<file path="src/rtl/axi4lite_master.sv">
// Single-outstanding AXI4-Lite master: turns one local command into an AW/W/B or AR/R
// transaction, returns one response, and aborts through a watchdog if the slave stalls.
//
// state  | meaning
// -------+-----------------------------------------------
// IDLE   | ready for a command (cmd_ready = 1)
// WR     | AW and W issued, waiting for both handshakes
// WR_B   | B_READY high, waiting for the write response
// RD_A   | AR issued, waiting for AR_READY
// RD_R   | R_READY high, waiting for read data
// RSP    | rsp_valid high until the requester takes it
module axi4lite_master #(
    parameter int AXI_ADDR_WIDTH = 32,
    parameter int AXI_DATA_WIDTH = 32,
    parameter int TIMEOUT_CYCLES = 256
) (
    input  logic                      A_CLK,
    input  logic                      A_RSTn,
    input  logic                      cmd_valid,
    output logic                      cmd_ready,
    input  logic                      cmd_write,
    input  logic [AXI_ADDR_WIDTH-1:0] cmd_addr,
    input  logic [AXI_DATA_WIDTH-1:0] cmd_wdata,
    output logic                      rsp_valid,
    input  logic                      rsp_ready,
    output logic [AXI_DATA_WIDTH-1:0] rsp_rdata,
    output logic [1:0]                rsp_resp,
    output logic                      rsp_timeout,
    output logic                      AW_VALID,
    input  logic                      AW_READY,
    output logic [AXI_ADDR_WIDTH-1:0] AW_ADDR,
    output logic                      W_VALID,
    input  logic                      W_READY,
    output logic [AXI_DATA_WIDTH-1:0] W_DATA,
    input  logic                      B_VALID,
    output logic                      B_READY,
    input  logic [1:0]                B_RESP,
    output logic                      AR_VALID,
    input  logic                      AR_READY,
    output logic [AXI_ADDR_WIDTH-1:0] AR_ADDR,
    input  logic                      R_VALID,
    output logic                      R_READY,
    input  logic [AXI_DATA_WIDTH-1:0] R_DATA,
    input  logic [1:0]                R_RESP
);

    typedef enum logic [2:0] {S_IDLE, S_WR, S_WR_B, S_RD_A, S_RD_R, S_RSP} state_t;

    // Counter saturates, so a handshake that wins on the last cycle leaves no fresh budget.
    localparam int              WD_W    = (TIMEOUT_CYCLES > 1) ? $clog2(TIMEOUT_CYCLES + 1) : 1;
    localparam bit              WD_EN   = (TIMEOUT_CYCLES != 0);
    localparam logic [WD_W-1:0] WD_LAST = WD_EN ? WD_W'(TIMEOUT_CYCLES - 1) : '0;

    state_t                    r_state, w_state_nxt;
    logic                      r_aw_valid, r_w_valid, r_b_ready, r_ar_valid, r_r_ready, r_rsp_valid;
    logic                      r_rsp_timeout, r_aw_done, r_w_done;
    logic [AXI_ADDR_WIDTH-1:0] r_aw_addr, r_ar_addr;
    logic [AXI_DATA_WIDTH-1:0] r_w_data, r_rsp_rdata;
    logic [1:0]                r_rsp_resp;
    logic [WD_W-1:0]           r_wdog;

    logic                      w_aw_valid, w_w_valid, w_b_ready, w_ar_valid, w_r_ready, w_rsp_valid;
    logic                      w_rsp_timeout, w_aw_done_nxt, w_w_done_nxt;
    logic [AXI_ADDR_WIDTH-1:0] w_aw_addr, w_ar_addr;
    logic [AXI_DATA_WIDTH-1:0] w_w_data, w_rsp_rdata;
    logic [1:0]                w_rsp_resp;
    logic [WD_W-1:0]           w_wdog;

    logic w_accept, w_busy, w_aw_done, w_w_done, w_step_done, w_expire, w_abort;

    assign w_accept  = cmd_valid && (r_state == S_IDLE);
    assign w_busy    = (r_state == S_WR) || (r_state == S_WR_B) ||
                       (r_state == S_RD_A) || (r_state == S_RD_R);
    assign w_aw_done = r_aw_done || (r_aw_valid && AW_READY);
    assign w_w_done  = r_w_done  || (r_w_valid && W_READY);
    assign w_expire  = WD_EN && w_busy && (r_wdog >= WD_LAST);
    assign w_abort   = w_expire && !w_step_done;

    always_comb begin
        case (r_state)
            S_WR:    w_step_done = w_aw_done && w_w_done;
            S_WR_B:  w_step_done = B_VALID && r_b_ready;
            S_RD_A:  w_step_done = r_ar_valid && AR_READY;
            S_RD_R:  w_step_done = R_VALID && r_r_ready;
            default: w_step_done = 1'b0;
        endcase
    end

    always_ff @(posedge A_CLK) begin
        if (!A_RSTn) begin
            r_state       <= S_IDLE;
            r_aw_valid    <= 1'b0;
            r_w_valid     <= 1'b0;
            r_b_ready     <= 1'b0;
            r_ar_valid    <= 1'b0;
            r_r_ready     <= 1'b0;
            r_rsp_valid   <= 1'b0;
            r_rsp_timeout <= 1'b0;
            r_aw_done     <= 1'b0;
            r_w_done      <= 1'b0;
            r_aw_addr     <= '0;
            r_ar_addr     <= '0;
            r_w_data      <= '0;
            r_rsp_rdata   <= '0;
            r_rsp_resp    <= 2'b00;
            r_wdog        <= '0;
        end else begin
            r_state       <= w_state_nxt;
            r_aw_valid    <= w_aw_valid;
            r_w_valid     <= w_w_valid;
            r_b_ready     <= w_b_ready;
            r_ar_valid    <= w_ar_valid;
            r_r_ready     <= w_r_ready;
            r_rsp_valid   <= w_rsp_valid;
            r_rsp_timeout <= w_rsp_timeout;
            r_aw_done     <= w_aw_done_nxt;
            r_w_done      <= w_w_done_nxt;
            r_aw_addr     <= w_aw_addr;
            r_ar_addr     <= w_ar_addr;
            r_w_data      <= w_w_data;
            r_rsp_rdata   <= w_rsp_rdata;
            r_rsp_resp    <= w_rsp_resp;
            r_wdog        <= w_wdog;
        end
    end

    always_comb begin
        w_state_nxt = r_state;
        case (r_state)
            S_IDLE: if (w_accept) w_state_nxt = cmd_write ? S_WR : S_RD_A;
            S_WR:   if (w_abort) w_state_nxt = S_RSP; else if (w_step_done) w_state_nxt = S_WR_B;
            S_WR_B: if (w_abort || w_step_done) w_state_nxt = S_RSP;
            S_RD_A: if (w_abort) w_state_nxt = S_RSP; else if (w_step_done) w_state_nxt = S_RD_R;
            S_RD_R: if (w_abort || w_step_done) w_state_nxt = S_RSP;
            S_RSP:  if (rsp_ready) w_state_nxt = S_IDLE;
            default: w_state_nxt = S_IDLE;
        endcase
    end

    always_comb begin
        w_aw_valid    = r_aw_valid;
        w_w_valid     = r_w_valid;
        w_b_ready     = r_b_ready;
        w_ar_valid    = r_ar_valid;
        w_r_ready     = r_r_ready;
        w_rsp_valid   = r_rsp_valid;
        w_rsp_timeout = r_rsp_timeout;
        w_aw_done_nxt = r_aw_done;
        w_w_done_nxt  = r_w_done;
        w_aw_addr     = r_aw_addr;
        w_ar_addr     = r_ar_addr;
        w_w_data      = r_w_data;
        w_rsp_rdata   = r_rsp_rdata;
        w_rsp_resp    = r_rsp_resp;
        w_wdog        = (w_busy && r_wdog != '1) ? r_wdog + 1'b1 : r_wdog;
        case (r_state)
            S_IDLE: if (w_accept) begin
                w_wdog        = '0;
                w_aw_done_nxt = 1'b0;
                w_w_done_nxt  = 1'b0;
                if (cmd_write) begin
                    w_aw_valid = 1'b1;
                    w_w_valid  = 1'b1;
                    w_aw_addr  = cmd_addr;
                    w_w_data   = cmd_wdata;
                end else begin
                    w_ar_valid = 1'b1;
                    w_ar_addr  = cmd_addr;
                end
            end
            S_WR: begin
                w_aw_done_nxt = w_aw_done;
                w_w_done_nxt  = w_w_done;
                if (w_aw_done) w_aw_valid = 1'b0;
                if (w_w_done)  w_w_valid  = 1'b0;
                if (w_step_done) w_b_ready = 1'b1;
            end
            S_WR_B: if (w_step_done) begin
                w_b_ready     = 1'b0;
                w_rsp_resp    = B_RESP;
                w_rsp_rdata   = '0;
                w_rsp_timeout = 1'b0;
                w_rsp_valid   = 1'b1;
            end
            S_RD_A: if (w_step_done) begin
                w_ar_valid = 1'b0;
                w_r_ready  = 1'b1;
            end
            S_RD_R: if (w_step_done) begin
                w_r_ready     = 1'b0;
                w_rsp_resp    = R_RESP;
                w_rsp_rdata   = R_DATA;
                w_rsp_timeout = 1'b0;
                w_rsp_valid   = 1'b1;
            end
            S_RSP: if (rsp_ready) begin
                w_rsp_valid   = 1'b0;
                w_rsp_timeout = 1'b0;
            end
            default: ;
        endcase
        // Recovery path: drops VALIDs without a handshake so the requester is never hung.
        if (w_abort) begin
            w_aw_valid    = 1'b0;
            w_w_valid     = 1'b0;
            w_b_ready     = 1'b0;
            w_ar_valid    = 1'b0;
            w_r_ready     = 1'b0;
            w_rsp_valid   = 1'b1;
            w_rsp_resp    = 2'b10;
            w_rsp_rdata   = '0;
            w_rsp_timeout = 1'b1;
        end
    end

    assign cmd_ready   = (r_state == S_IDLE);
    assign rsp_valid   = r_rsp_valid;
    assign rsp_rdata   = r_rsp_rdata;
    assign rsp_resp    = r_rsp_resp;
    assign rsp_timeout = r_rsp_timeout;
    assign AW_VALID    = r_aw_valid;
    assign AW_ADDR     = r_aw_addr;
    assign W_VALID     = r_w_valid;
    assign W_DATA      = r_w_data;
    assign B_READY     = r_b_ready;
    assign AR_VALID    = r_ar_valid;
    assign AR_ADDR     = r_ar_addr;
    assign R_READY     = r_r_ready;

endmodule

</file>
<file path="config.mk">
export PLATFORM = sky130hd
export DESIGN_NAME = axi4lite_master
export DESIGN_NICKNAME = d
export VERILOG_FILES = /design/src/rtl/axi4lite_master.sv
export SDC_FILE = /design/constraint.sdc
export NUM_CORES = 1
export LEC_CHECK = 0
export ABC_CLOCK_PERIOD_IN_PS = 1820
export CORE_ASPECT_RATIO = 0.8
export CORE_MARGIN = 2
export CORE_UTILIZATION = 55
export CTS_CLUSTER_DIAMETER = 40
export DETAILED_ROUTE_END_ITERATION = 7
export DONT_BUFFER_PORTS = 1
export PLACE_DENSITY = 0.78
export SYNTH_ARGS = -nofsm -noshare
export SYNTH_HDL_FRONTEND = slang
export SYNTH_SLANG_ARGS = --single-unit
export TNS_END_PERCENT = 100
</file>
<file path="constraint.sdc">
create_clock -name A_CLK -period 1.82 [get_ports A_CLK]
set_clock_uncertainty 0.05 [all_clocks]
set_input_delay 0.273 -clock A_CLK [delete_from_list [all_inputs] [get_ports A_CLK]]
set_output_delay 0.273 -clock A_CLK [all_outputs]
set_load 0.05 [all_outputs]
</file>
* Word level (Yosys, flattened, before mapping)
Index checks and enable logic that the tools add are counted.
Widths: inputs -> output; s select.
** Word-level totals
- Input bits :: 110
- Output and inout bits :: 138
- Word-level logic and storage cells :: 124
- Flip-flop bits (word level) :: 151
** Operators by class
- $add $sub $neg :: 1
- Bitwise logic cells :: 2
- $lt $le $gt $ge :: 1
- Mux-type cells :: 41
- Reduce and logical (&&, ||, !) cells :: 39
- Equality and inequality tests :: 23
** Operators with widths (number)
- $mux 32 :: 2
- $pmux 32 s2 :: 1
- $mux 9 :: 3
- $mux 3 :: 7
- $reduce_and 3->1 :: 7
- $pmux 1 s2 :: 9
- $ne 2x2->1 const B :: 8
- $ne 3x3->1 const B :: 5
- $pmux 3 s5 :: 1
- $mux 1 :: 12
- $reduce_and 4->1 :: 3
- $logic_and 1x1->1 :: 10
- $reduce_bool 2->1 :: 5
- $add 9x1->9 const B :: 1
- $ge 9x8->1 const B :: 1
- $ne 9x9->1 const B :: 1
- $mux 2 :: 4
- $eq 3x2->1 const B :: 2
- $eq 3x3->1 const B :: 2
- $logic_or 1x1->1 :: 6
- $ne 2x1->1 const B :: 3
- $reduce_bool 3->1 :: 2
- $reduce_and 5->1 :: 1
- $pmux 1 s4 :: 1
- other kinds (8) :: 10

* Depth between registers and ports, before layout
Gate-level depths: netlist (run 1).
- Word-level depth :: 9
- Gate-level depth with buffers :: 10
- Gate-level depth less buffers :: 8

* Worst setup path before layout (run 1)
No wires, ideal clock.
- Kind :: reg-to-reg
- Start point :: register r_wdog[3]
- End point :: register r_rsp_rdata[0] (netlist: rsp_rdata[0])
- Arrival time :: 1787 ps
- Stages on the path, launching flop included :: 11
- Clock period less this slack :: 1955 ps
- Path slack :: -135 ps
- Library setup time :: 117 ps
- Cells stage by stage :: dfxtp_1 > and4_1 > nand2_1 > nor2_1 > ha_1 > nor2_1 > o21a_1 > o41ai_2 > buf_4 > buf_6 > nor2_1
** Between the ends
- Cells in the longest elaborated chain, start to end :: 4
** Ends and longest elaborated chain
- start, declared :: RTL line 60 : logic [WD_W-1:0] r_wdog;
- start signal, assigned :: RTL line 123 : r_wdog <= w_wdog;
- $ge 9x8->1 :: RTL line 76 : assign w_expire = WD_EN && w_busy && (r_wdog >= WD_LAST);
- $logic_and 1x1->1 :: RTL line 76
- $logic_and 1x1->1 :: RTL line 77 : assign w_abort = w_expire && !w_step_done;
- $reduce_or 2->1 (no source line)
- end signal, assigned :: RTL line 121 : r_rsp_rdata <= w_rsp_rdata;
- end, declared :: RTL line 58 : logic [AXI_DATA_WIDTH-1:0] r_w_data, r_rsp_rdata;
No other way between the ends.
A chain may end at the register's enable or synchronous reset.

* Worst setup path after layout (run 1)
- Start point :: register r_state[1]
- End point :: register r_r_ready (netlist: R_READY)
** Between the ends
- Cells in the longest elaborated chain, start to end :: 7
** Ends and longest elaborated chain
- start, declared :: RTL line 54 : state_t r_state, w_state_nxt;
- start signal, assigned :: RTL line 108 : r_state <= w_state_nxt;
- branches (longest 7 deep; another with $pmux 1 s4)
- end signal, assigned :: RTL line 113 : r_r_ready <= w_r_ready;
- end, declared :: RTL line 55 : logic r_aw_valid, r_w_valid, r_b_ready, r_ar_valid, r_r_ready, r_rsp_valid;
Parallel ways; which one is timed is not known.

==> results of run 1 <==
[final cells by class]
type | instances | area, um2
clock buffer | 20 | 468
clock inverter | 10 | 166
fill | 510 | 1730
inverter | 7 | 28.8
multi-input combinational | 462 | 2420
sequential | 151 | 3040
tap | 136 | 170
timing repair buffer | 157 | 1620
[cells by family after synthesis]
| logic type | share of synthesized area |
|---|---|
| compound gates | 0.172 |
| fa+ha+maj | 0.00686 |
| simple gates | 0.209 |
| mux | 0.00549 |
| xor+xnor | 0.0112 |
| buf+inv | 0.0428 |
| flops | 0.552 |
[routing by layer]
layer | routed length, um | part of all wire | vias to the layer above | track usage
met3 | 1980 | 0.11 | 54 | 0.110
met2 | 9080 | 0.50 | 369 | 0.543
met5 | 0 | 0 | - | 0
li1 | - | - | 2488 | -
met1 | 6630 | 0.36 | 2556 | 0.338
met4 | 544 | 0.030 | 0 | 0.142
[power groups by stage]
stage / sequential [W] / clock [W] / combinational (W)
after floorplan: 0.00473 / 0 / 0.00107
after global placement: 0.00472 / 0 / 0.00167
after detailed placement: 0.00474 / 0 / 0.00173
after CTS: 0.00468 / 0.00376 / 0.00204
after global routing: 0.00473 / 0.00390 / 0.00248
final: 0.00470 / 0.00374 / 0.00232
[state kept, by name, summed over array words and instances, names as in the netlist, 2 cells and up]
register,count
AR_ADDR,32
rsp_resp,2
r_state,3
AW_ADDR,32
r_wdog,9
W_DATA,32
rsp_rdata,32
[metrics by stage]
stage	instances	instance area [um2]	hold WS [ns]	setup WS (ns)	utilization
after floorplan	665	5490	0.359	-0.00250	-
after global placement	802	5930	0.361	-0.0150	0.615
after detailed placement	802	5930	0.368	-0.0888	0.615
after CTS	936	7670	0.00439	-0.0905	0.795
after global routing	943	7920	0.0264	-0.231	0.820
final	943	7920	0.0503	-0.198	0.820
[timing repair]
item / 4_1_cts / 5_1_grt
setup endpoints to repair: 41 / 138
pin swaps: 1 / 11
resized for setup: 21 / 40
endpoints found under the hold margin: 128 / 1
hold buffers: 94 / 1
buffers inserted: 7 / 6
cloned: 3 / 3
[worst register-to-register path: cells and delay by family (launching register included)]
kind / cells / cell delay, ns
compound gates: 2 / 0.53
buf+inv: 3 / 0.50
flops: 1 / 0.34
simple gates: 2 / 0.48
[cells in the mapped netlist (3+ instances only)]
library cell	instances
nand3_1	5
clkbuf_1	26
a211oi_1	3
and4_1	3
a21oi_1	106
inv_1	6
mux2i_1	3
xor2_1	5
buf_2	16
nand2_1	208
a22oi_1	32
o21ai_0	5
ha_1	3
nor3_1	4
dfxtp_1	151
nor2_1	57
a21o_1	3
[path summary, 6_finish.rpt]
check,slack (ns),end,from,cells after the start
setup / recovery,-0.20,R_READY,r_state[1],7
hold / removal,0.05,rsp_rdata[23],R_DATA[23],2
setup reg to reg,-0.20,R_READY,r_state[1],7
hold reg to reg,0.41,r_w_done,r_w_done,2
==> results by group, run 1 <==
Status
  • Outcome: finished with violations
  • Failing checks: setup timing

Drt
  • DR pass1 iterations: 5
  • Routed Antenna Nets: 0
  • Via count: around 5500
  • Drt initial violations: ~440
  • WL/cell: between 15 and 20 um
  • DRC: 0
  • Vias per cell: between 5 and 6
  • Total wire length: about 18 mm

Cells and area
  • Area growth syn-to-layout: 44.7%
  • Commonest non-fill, non-tap cell in the layout: nand2_1
  • # diodes: 0
  • Fraction of layout cells with a size suffix above 1: 0.183
  • Most frequent cells in the layout: 204 x nand2_1, 140 x dfxtp_1, 104 x a21oi_1
  • Nets: 909

Clock network
  • CTS sink cnt: ~150
  • Root Driver: clkbuf_16
  • CTS HTree Levels: 4
  • CTS clk-pin slew, worst paths: 0.06 ns
  • CTS tree: done
  • Clk buf depth: 2
  • Worst-Skew Late Latency: 0.41 ns
  • Cts bufs inserted: 17

STA
  • Period utilisation layout: 1.11
  • Fin crit period: between 2 and 2.5 ns
  • Setup Viol. Count Final: 40
  • Max Transition Viols Final: 0
  • Worst Tran Pin Value: 0.580 ns
  • Slew headroom: 0.613
  • Fmax: 495 MHz
  • RSZ-0062 raised after global routing: true
  • Final Hold Vio Count: 0
  • Setup TNS: -4.69 ns
  • Setup WS post-layout: -0.198 ns

Worst setup path
  • Startpoint types: register
  • Crit end category: register
  • Crit path buf inv count: 3
  • Maximum net fanout on the critical path: 12
  • Crit path top cell by count: buf_4
  • Crit-path leading delay family: compound AO/OA/AOI/OAI gates
  • CP cell instances: buf_4, nand2b_1, o21ai_1, o41ai_4, buf_4, buf_12, nor3_1
  • Slowest stage delay, CP: approximately 0.38 ns
  • Critical path arrival: ~2.3 ns
  • Cell with the largest stage delay on the worst path: o21ai_1
  • CP required: ~2.1 ns
  • Setup CP Type: reg -> reg

Power and ir drop
  • Power per cell area: about 1400 mW/mm2
  • Pint: slightly above 0.007 W
  • Clock power share: 0.348
  • Net switching power figure: 0.00371 W
  • Maximum VDD drop: 0.909 mV
  • PnR Total Power: between 0.01 and 0.015 W
  • Net Sw Frac: 0.345
  • Flop pwr share: 0.437
  • Lkg Pwr: roughly 3 nW
  • Comb pwr share: 0.215

Synth
  • Cell taking the most area after synthesis: dfxtp_1
  • YS warnings: 0
  • Post-synth EDFFs: 0
  • Synthesized instance count: 665
  • Synthesized area: 0.00547 mm2
  • Post-synthesis sequential area ratio: 0.552
  • Share of the synthesized area in the top cell type: 0.552
  • #FFs+latches synth: 151
  • Predominant post-synthesis flop cell: dfxtp_1
  • FFs w/ async S/R, synth: 0
  • Syn Nets: around 780
  • Unique masters post-synth: 39
  • Avg Synthesized Cell Area: between 8 and 9 um2
  • Dominant cells by area after synthesis: dfxtp_1 55%, nand2_1 14%, a21oi_1 9.7%

Placement
  • PortBufs: 0
  • Hpwl dp: 9.84 mm
  • Final Wtd Congestion: about 0.88

Floorplan
  • Core area: approximately 0.0096 mm2
  • Die width: ~120 um
  • Core Rows: 32
  • Io pins: 248
  • Die Area: between 0.01 and 0.015 mm2
  • Starting Density: 0.567
  • Die Ht: between 90 and 100 um

Job
  • Max_cap viols: 0

Global routing
  • Grt ovf: 0
  • Initial antenna violation count: 0
  • Number of global-route vias before repair: between 5000 and 6000
  • Gr usage total: 0.311
  • Pin count of the biggest net entering global routing: roughly 80
  • First-pass GRT wire length: ~26 mm

Min path
  • Hold crit path type: in -> reg
(Power assumes the default switching activity.)
==> inputs of run 2 (changes only) <==
ABC_CLOCK_PERIOD_IN_PS = 2500   (was 1820)
PLACE_DENSITY = 0.75   (was 0.78)
SKIP_CTS_REPAIR_TIMING = 1   (was unset)
clock period = 2.5 ns   (was 1.82 ns; I/O delays follow)
==> results by group, run 2 (synthesis results as in run 1) <==
STA
  • Period utilisation layout: 0.913
  • Setup TNS: 0 ns
  • RSZ-0062 raised after global routing: false
  • Final Hold Vio Count: 0
  • Fin crit period: between 2 and 2.5 ns
  • Fmax: about 440 MHz
  • Max Transition Viols Final: 0
  • Setup Viol. Count Final: 0
  • Setup WS post-layout: ~0.22 ns
  • Slew headroom: 0.575
  • Worst Tran Pin Value: 0.633 ns

Drt
  • DRC: 0
  • DR pass1 iterations: 5
  • WL/cell: ~17 um
  • Routed Antenna Nets: 0
  • Total wire length: 13.3 mm
  • Vias per cell: about 5.6
  • Via count: between 4000 and 5000
  • Drt initial violations: approximately 280

Cells and area
  • Fraction of layout cells with a size suffix above 1: 0.0841
  • Area growth syn-to-layout: 14.6%
  • Most frequent cells in the layout: 208 x nand2_1, 151 x dfxtp_1, 106 x a21oi_1
  • Finished Layout Cells: 802
  • Fin util: 0.650
  • Commonest non-fill, non-tap cell in the layout: nand2_1
  • Nets: between 700 and 800
  • # diodes: 0
  • Fill count: between 800 and 900

Power and ir drop
  • Lkg Pwr: between 2 and 2.5 nW
  • Comb pwr share: 0.140
  • Pint: 0.00473 W
  • Net switching power figure: 0.00247 W
  • Flop pwr share: 0.477
  • Net Sw Frac: 0.342
  • Clock power share: 0.383
  • Maximum VDD drop: approximately 0.65 mV
  • Power per cell area: between 1000 and 1500 mW/mm2

Global routing
  • Number of global-route vias before repair: 4265
  • Initial antenna violation count: 0
  • Grt ovf: 0
  • Gr usage total: 0.238
  • Pin count of the biggest net entering global routing: 98
  • First-pass GRT wire length: 20.3 mm

Worst setup path
  • Startpoint types: register
  • CP required: 2.74 ns
  • Slowest stage delay, CP: about 0.52 ns
  • Crit path top cell by count: nor2_1
  • Crit path buf inv count: 1
  • Critical path arrival: around 2.5 ns
  • Maximum net fanout on the critical path: 35
  • Cell with the largest stage delay on the worst path: o41ai_4
  • CP cell instances: and4_1, nand2_1, nor2_1, ha_1, nor2_1, o21a_1, o41ai_4, buf_12, nor2_1
  • Crit-path leading delay family: compound AO/OA/AOI/OAI gates
  • Setup CP Type: reg -> reg
  • Crit end category: register

Clock network
  • CTS tree: done
  • Clk buf depth: 2
  • Worst-Skew Late Latency: around 0.40 ns
  • CTS HTree Levels: 4
  • CTS clk-pin slew, worst paths: ~0.060 ns
  • Cts bufs inserted: 17
  • Root Driver: clkbuf_16
  • CTS sink cnt: 151

Placement
  • Pre-CTS setup slack: 0.243 ns
  • Hpwl dp: 9.60 mm
  • Final Wtd Congestion: ~0.87
  • PortBufs: 0
  • Placed cells: between 700 and 800

Floorplan
  • Core Rows: 32
  • Io pins: ~250
  • Die width: roughly 120 um
  • Die Ht: 93.2 um
  • Starting Density: 0.567
  • Die Area: 0.0108 mm2
  • Core area: ~0.0096 mm2

Status
  • Outcome: finished, final reports clean

Job
  • Max_cap viols: 0

Min path
  • Hold crit path type: in -> reg
-- run 2: cell types whose count changed in the layout (fill, tap and decap cells not counted), moves of 4 or more --
cell,delta
buf_6,-5
dfxtp_1,+11
dlygate4sd3_1,-95
buf_12,-6
dfxtp_2,-8
buf_4,-33
nor2_2,-15
nor2_4,-6
nor2_1,+21
nand2_1,+4
-- run 2: per-stage QoR --
stage	cell area [um2]	power (W)	hold WS, ns
3_3_place_gp	5620	0.00444	0.395
4_1_cts	6270	0.00725	0.0401
2_1_floorplan	5470	0.00421	0.387
5_1_grt	6270	0.00749	0.0397
6_report	6270	0.00720	0.0525
3_5_place_dp	5620	0.00449	0.405
-- run 2: cell type report --
class | count | area (um2) | share of cell area
clock buffer | 20 | 467 | 0.0744
clock inverter | 12 | 190 | 0.0303
tap | 136 | 170 | 0.0271
sequential | 151 | 3020 | 0.482
multi-input combinational | 462 | 2240 | 0.357
timing repair buffer | 14 | 155 | 0.0247
inverter | 7 | 26.3 | 0.00419
-- run 2: final timing paths --
kind	startpoint	depth (start not counted)	endpoint	slack, ns
max	r_wdog[3]	9	rsp_rdata[11]	0.22
min	cmd_addr[12]	2	AW_ADDR[12]	0.05
max reg2reg	r_wdog[3]	9	rsp_rdata[11]	0.22
min reg2reg	r_w_done	2	r_w_done	0.41
-- run 2: power groups by stage --
stage	sequential, W	combinational (W)	clock [W]
finish	0.00344	0.00101	0.00276
CTS	0.00344	0.00101	0.00280
floorplan	0.00344	0.000767	0
global placement	0.00348	0.000967	0
detailed placement	0.00349	0.00100	0
global route	0.00346	0.00112	0.00291
-- run 2: routing by layer --
layer | track usage | wire (um) | vias up
li1 | - | - | 2186
met1 | 0.270 | 5190 | 2067
met2 | 0.396 | 6510 | 217
met3 | 0.105 | 1430 | 18
met4 | 0.0833 | 221 | 0
met5 | 0 | 0 | -
